[src/rtl/csi_rx_dly_cal.sv]
// csi_rx_dly_cal: per-lane input-delay calibration for the CSI-2 RX PHY.
// Sweeps each lane's tap, grades it by packet results, centres the best run.
module csi_rx_dly_cal #(
    parameter int NUM_LANE = 2,
    parameter int TAP_W = 5,
    parameter int SETTLE_CYC = 64,
    parameter int WIN_CYC = 65536,
    parameter int MIN_OK = 4,
    parameter logic [NUM_LANE*TAP_W-1:0] DEFAULT_DLY = 10'h063,
    localparam int LANE_W = (NUM_LANE > 1) ? $clog2(NUM_LANE) : 1
) (
    input  logic                      clock,
    input  logic                      reset,
    input  logic                      enable,
    input  logic                      start,
    input  logic                      pkt_ok,
    input  logic                      pkt_err,
    output logic [NUM_LANE*TAP_W-1:0] delay,
    output logic                      busy,
    output logic                      locked,
    output logic [NUM_LANE-1:0]       cal_fail,
    output logic [LANE_W-1:0]         lane_idx
);

    localparam logic [TAP_W-1:0] TAP_MAX = '1;
    localparam int CNT_W = $clog2(SETTLE_CYC + WIN_CYC + 1);
    localparam int OK_W = $clog2(MIN_OK + 1);
    localparam logic [CNT_W-1:0] SETTLE_LAST = CNT_W'(SETTLE_CYC - 1);
    localparam logic [CNT_W-1:0] WIN_LAST = CNT_W'(WIN_CYC - 1);
    localparam logic [OK_W-1:0] OK_MAX = OK_W'(MIN_OK);
    localparam logic [LANE_W-1:0] LANE_LAST = LANE_W'(NUM_LANE - 1);

    typedef enum logic [2:0] {
        IDLE,
        SET,
        SETTLE,
        MEASURE,
        EVAL,
        NEXT_LANE,
        DONE
    } state_t;

    state_t           state;
    logic [CNT_W-1:0] cnt;
    logic [TAP_W-1:0] tap;
    logic [OK_W-1:0]  ok_cnt;
    logic             err_flag;
    logic [TAP_W-1:0] run_start;
    logic [TAP_W:0]   run_len;
    logic [TAP_W-1:0] best_start;
    logic [TAP_W:0]   best_len;

    logic             pass;
    logic             close_run;
    logic [TAP_W-1:0] cand_start;
    logic [TAP_W:0]   cand_len;
    logic [TAP_W-1:0] centre;
    logic [TAP_W-1:0] dflt_tap;

    // Grade the finished window and form the run that would close here.
    always_comb begin
        pass       = (ok_cnt == OK_MAX) && !err_flag;
        close_run  = !pass || (tap == TAP_MAX);
        cand_start = (pass && run_len == '0) ? tap : run_start;
        cand_len   = pass ? run_len + 1'b1 : run_len;
        // Run never exceeds TAP_MAX+1 taps, so the centre fits in TAP_W bits.
        centre     = best_start + TAP_W'((best_len - 1'b1) >> 1);
        dflt_tap   = DEFAULT_DLY[lane_idx*TAP_W +: TAP_W];
    end

    // Calibration sequencer with registered outputs.
    always_ff @(posedge clock or posedge reset) begin
        if (reset) begin
            state      <= IDLE;
            cnt        <= '0;
            tap        <= '0;
            ok_cnt     <= '0;
            err_flag   <= 1'b0;
            run_start  <= '0;
            run_len    <= '0;
            best_start <= '0;
            best_len   <= '0;
            delay      <= DEFAULT_DLY;
            busy       <= 1'b0;
            locked     <= 1'b0;
            cal_fail   <= '0;
            lane_idx   <= '0;
        end else if (state != IDLE && !enable) begin
            state  <= IDLE;
            busy   <= 1'b0;
            locked <= 1'b0;
            if (state != DONE) begin
                delay[lane_idx*TAP_W +: TAP_W] <= dflt_tap;
            end
        end else begin
            unique case (state)
                IDLE: begin
                    if (start && enable) begin
                        state      <= SET;
                        busy       <= 1'b1;
                        locked     <= 1'b0;
                        cal_fail   <= '0;
                        lane_idx   <= '0;
                        tap        <= '0;
                        run_start  <= '0;
                        run_len    <= '0;
                        best_start <= '0;
                        best_len   <= '0;
                    end
                end
                SET: begin
                    delay[lane_idx*TAP_W +: TAP_W] <= tap;
                    cnt      <= '0;
                    ok_cnt   <= '0;
                    err_flag <= 1'b0;
                    state    <= SETTLE;
                end
                SETTLE: begin
                    if (cnt == SETTLE_LAST) begin
                        cnt   <= '0;
                        state <= MEASURE;
                    end else begin
                        cnt <= cnt + 1'b1;
                    end
                end
                MEASURE: begin
                    if (pkt_ok && ok_cnt != OK_MAX) begin
                        ok_cnt <= ok_cnt + 1'b1;
                    end
                    if (pkt_err) begin
                        err_flag <= 1'b1;
                    end
                    if (cnt == WIN_LAST) begin
                        cnt   <= '0;
                        state <= EVAL;
                    end else begin
                        cnt <= cnt + 1'b1;
                    end
                end
                EVAL: begin
                    if (close_run) begin
                        if (cand_len > best_len) begin
                            best_start <= cand_start;
                            best_len   <= cand_len;
                        end
                        run_len <= '0;
                    end else begin
                        run_start <= cand_start;
                        run_len   <= cand_len;
                    end
                    if (tap != TAP_MAX) begin
                        tap   <= tap + 1'b1;
                        state <= SET;
                    end else begin
                        state <= NEXT_LANE;
                    end
                end
                NEXT_LANE: begin
                    if (best_len != '0) begin
                        delay[lane_idx*TAP_W +: TAP_W] <= centre;
                    end else begin
                        delay[lane_idx*TAP_W +: TAP_W] <= dflt_tap;
                        cal_fail[lane_idx] <= 1'b1;
                    end
                    run_start  <= '0;
                    run_len    <= '0;
                    best_start <= '0;
                    best_len   <= '0;
                    if (lane_idx != LANE_LAST) begin
                        lane_idx <= lane_idx + 1'b1;
                        tap      <= '0;
                        state    <= SET;
                    end else begin
                        state <= DONE;
                    end
                end
                DONE: begin
                    busy   <= 1'b0;
                    locked <= ~|cal_fail;
                    state  <= IDLE;
                end
                default: state <= IDLE;
            endcase
        end
    end

endmodule

[config.mk]
export PLATFORM = sky130hd
export DESIGN_NAME = csi_rx_dly_cal
export DESIGN_NICKNAME = d
export VERILOG_FILES = /design/src/rtl/csi_rx_dly_cal.sv
export SDC_FILE = /design/constraint.sdc
export NUM_CORES = 1
export LEC_CHECK = 0
export BUFFER_PORTS_ARGS = -buffer_cell sky130_fd_sc_hd__buf_2
export CORE_ASPECT_RATIO = 0.9
export CORE_UTILIZATION = 62
export CTS_CLUSTER_SIZE = 28
export DETAILED_ROUTE_END_ITERATION = 10
export PLACE_DENSITY_LB_ADDON = 0.1
export SLEW_MARGIN = 0
export SYNTH_ARGS = -nofsm -noshare
export SYNTH_HDL_FRONTEND = slang
export SYNTH_SLANG_ARGS = --single-unit
[constraint.sdc]
create_clock -name clock -period 3.6 [get_ports clock]
set_clock_uncertainty 0.1 [all_clocks]
set_input_delay 0 -clock clock [delete_from_list [all_inputs] [get_ports clock]]
set_output_delay 0 -clock clock [all_outputs]
set_load 0.01 [all_outputs]
==> Word-level counts from Yosys, hierarchy flattened <==
Cells that the tools add are included.
{ "classes": {"reduce_logical": 34, "muxes": 51, "addsub": 8, "shifts": 5, "n_lt_le_gt_ge": 3, "bitwise_logic": 2, "n_eq_ne": 26, "mul": 1} }
{ "ops": {"columns": ["op", "n"], "rows": [
  ["5-bit by 34-bit indexed part select with 10-bit output", 3],
  ["17-bit case mux with 3 select lines", 1],
  ["5-bit case mux with 3 select lines", 3],
  ["6-bit case mux with 3 select lines", 2],
  ["5-bit 2-to-1 mux", 7],
  ["17-bit 2-to-1 mux", 2],
  ["4-bit negation with 34-bit output", 1],
  ["5-bit by 34-bit variable shift with 10-bit output, first input constant", 1],
  ["10-bit bitwise mux", 3],
  ["10-bit 2-to-1 mux", 3],
  ["6-bit 2-to-1 mux", 5],
  ["3-bit 2-to-1 mux", 7],
  ["10-bit case mux with 2 select lines", 1],
  ["2-bit inequality test, second input constant", 9],
  ["3-bit case mux with 6 select lines", 1],
  ["17-bit by 1-bit adder with 17-bit output, second input constant", 1],
  ["17-bit by 16-bit == test with 1-bit output, second input constant", 1],
  ["17-bit by 6-bit == test with 1-bit output, second input constant", 1],
  ["3-bit inequality test, second input constant", 5],
  ["3-bit AND reduction", 5],
  ["3-bit nonzero test", 5],
  ["3-bit == test, second input constant", 4],
  ["5-bit AND reduction", 2],
  ["10-bit by 5-bit indexed part select with 5-bit output, first input constant", 1],
  ["other kinds (33)", 56]
]} }
{ "word_totals": {"inputBits": 6, "word_cells": 144, "regBits": 66, "out_inout_bits": 15} }

==> Logic depth before layout (Yosys ltp) <==
{ "depth": {"depth_word": 7, "mapped_depth": 13, "depth_no_buf": 11} }

==> Worst setup path before layout <==
No wires, ideal clock.
{ "synth_timing": {"path_kind": "reg2reg", "from": "register ok_cnt[0]", "to": "register best_len[1]", "path_slack_ps": 922, "synth_period_minus_slack_ps": 2678, "required_time_ps": 3421, "n_path_buf": 2, "arrival_time_ps": 2498, "stages_incl_launch_ff": 13, "setup_time_ps": 79, "path_cell_list": "dfrtp_1 inv_1 ha_1 and3b_1 clkbuf_1 nand4_1 xnor2_1 ha_1 a21oi_1 nor2b_1 o31ai_1 buf_2 mux2i_1"} }
{ "synth_via": {"elab_chain_cells": 6, "elab_cells_between_ends": 12, "cone_classes": "order compare (1); eq/ne (3); mux (4); reduce/logical (4)"} }
{ "synth_lines": {"columns": ["element", "line_no", "rtl"], "rows": [
  ["start: declaration", "46", "logic [OK_W-1:0] ok_cnt;"],
  ["start signal: assignment", "128", "ok_cnt <= ok_cnt + 1'b1;"],
  ["3-bit == test *", "62", "pass = (ok_cnt == OK_MAX) && !err_flag;"],
  ["1-bit logical AND *", "62", null],
  ["6-bit 2-to-1 mux or 1-bit zero test (tied branches)", "65, 63", null],
  ["6-bit greater-than comparator, or another cell as far along", "142", "if (cand_len > best_len) begin"],
  ["2-bit inequality test (no line) or 6-bit 2-to-1 mux (tied branches)", null, null],
  ["5-bit AND reduction (no line) or 6-bit case mux with 3 select lines (tied branches)", null, null],
  ["end signal: assignment", "144", "best_len <= cand_len;"],
  ["end: declaration", "51", "logic [TAP_W:0] best_len;"]
]} }
Mark *: on every way between the ends. The rest lies on a longest branch, timed or not. The select of a mux whose other input is x is not followed.
A chain may end at the register's enable or synchronous reset.

==> Final worst setup path <==
{ "layout_timing": {"from": "register ok_cnt[0]", "to": "register best_len[0]"} }
Same word-level chain as after synthesis.

==> reports/metrics.yaml <==
clocking:
  holdBufCountCts: 4
  clkTransAtPathRegs_ps: 80
  clock-sinks: 66
  cts_tree: "built"
  clockBufferDepth: 2
  clkLatencyLatePin_ps: 350
  cts_buffers: 9
  post_cts_resized: 0
  post-cts-setup-buffers: 0
  h-tree-depth: 3
  cts_root_buf: "clkbuf_8"
drt:
  drt_iter0_drc: 249
  drtPass1Iterations: 5
  routed_wl_um: 9820
  wl_per_cell_um: 17.1
  num_vias: 3624
  routed_via_density: 6.29
  drc: 0
  route.antenna.remaining_nets: 0
placed_design:
  port_buffers: 20
  globalplace.congestion: 0.854
  place_hpwl_um: 6970
sta:
  finalHoldViolCount: 0
  fin_crit_sh_pct: 83.1
  finalSetupTns_ps: 0
  slew_viol_final: 0
  max_freq_mhz: 334
  setup-violations-final: 0
  rsz0062_at_grt: "no"
  fin_crit_ps: 2990
  max-slew-margin-rel_pct: 35.2
  worst-slew-pin-transition_ps: 971
global_route:
  grt_pass1_wl_um: 16500
  track_usage_pct: 30.2
  antenna_found_initial: 0
  busiest_layer: "met2"
  gr-total-overflow: 0
  use_met1_pct: 42.7
  first_global_vias: 3444
  grt_max_degree: 45
  grt_use_met3_pct: 6.99
  grtUsageMet2_pct: 45.4
worst_setup_path:
  worst-endpoint-required_ps: 3730
  crit_path_end_kind: "flop"
  cp-start-kind: "flop"
  crit_chain: "inv_1 -> ha_1 -> nand2_1 -> nor4_1 -> xor2_1 -> ha_1 -> nand3_1 -> a21oi_1 -> o31ai_2 -> buf_4 -> mux2_2"
  crit_slowest_cell: "dfrtp_1"
  crit_top_cell: "ha_1"
  crit_fanout: 11
  critPathKind: "reg2reg"
  crit_arrival_ps: 3120
  cpPeakStageDelay_ps: 390
synthesis:
  netlist_top_cells_area: "dfrtp_1 (36%), nand2_1 (6.3%), ha_1 (6.2%)"
  synth_area_um2: 4260
  yosys_most_used_dff: "dfrtp_1"
  syn_nets: 491
  synth_top_area_cell: "dfrtp_1"
  ys_ff_latch: 66
  synthArstFlopShare_pct: 100
  synthCells: 463
  ys_seq_area_share_pct: 38.9
  synth-edff-count: 0
  synth_cell_types: 68
  synth_top_area_share_pct: 36.4
  yosys_warnings: 0
  synth_area_per_cell_um2: 9.19
cells_and_area:
  antenna_cells: 0
  syn_to_final_growth_pct: 9.99
  layout-drive-gt1-share_pct: 16.7
  finish.net_count: 509
die:
  initial_core_util_pct: 64.3
  die_height_um: 80.6
  fp.dieW_um: 89.3
  coreArea_um2: 6620
  dieArea_um2: 7200
  ios: 21
  std_cell_rows: 28
status:
  outcome: "complete, no violations"
power:
  p_total_mw: 2.46
  ir_worst_vdd_mv: 0.371
  powerDensity_nw_per_um2: 526
  p_leak_nw: 2.09
job:
  cap_violations: 0
worst_hold_path:
  hp-class: "in2reg"
-- metrics by stage --
step	utilization (%)	area (µm²)	worst slack, ps	cells	hold slack, ps
after global placement	66.5	4400	753	556	165
after detailed placement	66.5	4400	631	556	173
after CTS	70.7	4680	624	576	124
after global routing	70.7	4680	446	576	189
after floorplan	-	4260	922	463	67.1
final	70.7	4680	610	576	147
-- worst max-delay path: cells and delay by family (launching register included) --
kind	cells	cell delay (ps)
compound gates	2	280
xor+xnor	1	320
fa+ha+maj	2	530
buf+inv	2	360
flops	1	390
mux	1	350
simple gates	3	550
-- Yosys cell counts, types with 9 or more instances --
master    count
a22o_1       10
nand3_1      24
dfrtp_1      62
nand2_1      72
clkbuf_1      9
ha_1         21
inv_1        23
nor2_1       25
nor3_1       11
o21ai_0      26
mux2i_1      12
mux2_2       11
a21oi_1      15
-- worst paths after layout --
| check | from | end | slack (ps) | depth (start not counted) |
|---|---|---|---|---|
| max | ok_cnt[0]$_DFFE_PP0P_ | best_len[0]$_DFFE_PP0P_ | 610 | 11 |
| min | pkt_ok | ok_cnt[0]$_DFFE_PP0P_ | 150 | 4 |
| max reg2reg | ok_cnt[0]$_DFFE_PP0P_ | best_len[0]$_DFFE_PP0P_ | 610 | 11 |
| min reg2reg | run_start[0]$_DFFE_PP0P_ | run_start[0]$_DFFE_PP0P_ | 410 | 1 |
| max in group asynchronous | reset | delay[0]$_DFFE_PP1P_ | 2160 | 4 |
| min in group asynchronous | reset | cnt[13]$_DFFE_PP0P_ | 320 | 3 |
-- sequential cells by signal, indices dropped and copies added, names as in the netlist --
name and flops:
cnt 17, delay 10, best_len 6, run_len 6, best_start 5, run_start 5
tap 5, ok_cnt 3, state 3, cal_fail 2, busy 1, err_flag 1
lane_idx 1, locked 1
-- layer usage --
layer	up-vias	routed length, µm
met3	18	632
met2	127	4430
met5	-	0
met4	0	152
li1	1700	-
met1	1779	4610
-- cell usage in the layout (no fill, tap or decap), types with 4 or more instances in the layout --
master	n
inv_1	22
o21ai_0	26
buf_4	4
dfrtp_1	62
nor2b_1	8
nor3_1	11
mux2_2	11
nand3b_1	5
and3_1	6
xor2_1	7
nor2_1	25
a22o_1	10
and2_1	4
nand4_1	8
mux2i_1	12
a21oi_1	15
nand2_1	72
xnor2_1	6
o21ai_1	5
ha_1	21
buf_2	20
nand3_1	24
clkbuf_8	9
dlygate4sd3_1	4
o311ai_2	7
dfstp_2	4
nand2b_1	6
-- kinds of logic after synthesis --
group,count (synthesis),synth area share (%)
flops,66,38.9
mux,23,5.73
simple gates,191,22.5
xor+xnor,13,2.67
compound gates,104,19.0
fa+ha+maj,22,6.64
buf+inv,44,4.47
-- report_power, final --
| group | switching, mW | total, mW | internal [mW] |
|---|---|---|---|
| clock | 0.308 | 0.766 | 0.458 |
| sequential | 0.183 | 1.05 | 0.864 |
| combinational | 0.398 | 0.650 | 0.252 |
-- final cells by class --
| class | count | area [µm²] |
|---|---|---|
| Multi-Input combinational cell | 353 | 2410 |
| Fill cell | 513 | 1940 |
| Sequential cell | 66 | 1660 |
| Timing Repair Buffer | 28 | 170 |
| Clock buffer | 9 | 124 |
| Clock inverter | 7 | 118 |
| Tap cell | 90 | 113 |
| Inverter | 23 | 86.3 |
(Power assumes the default switching activity.)
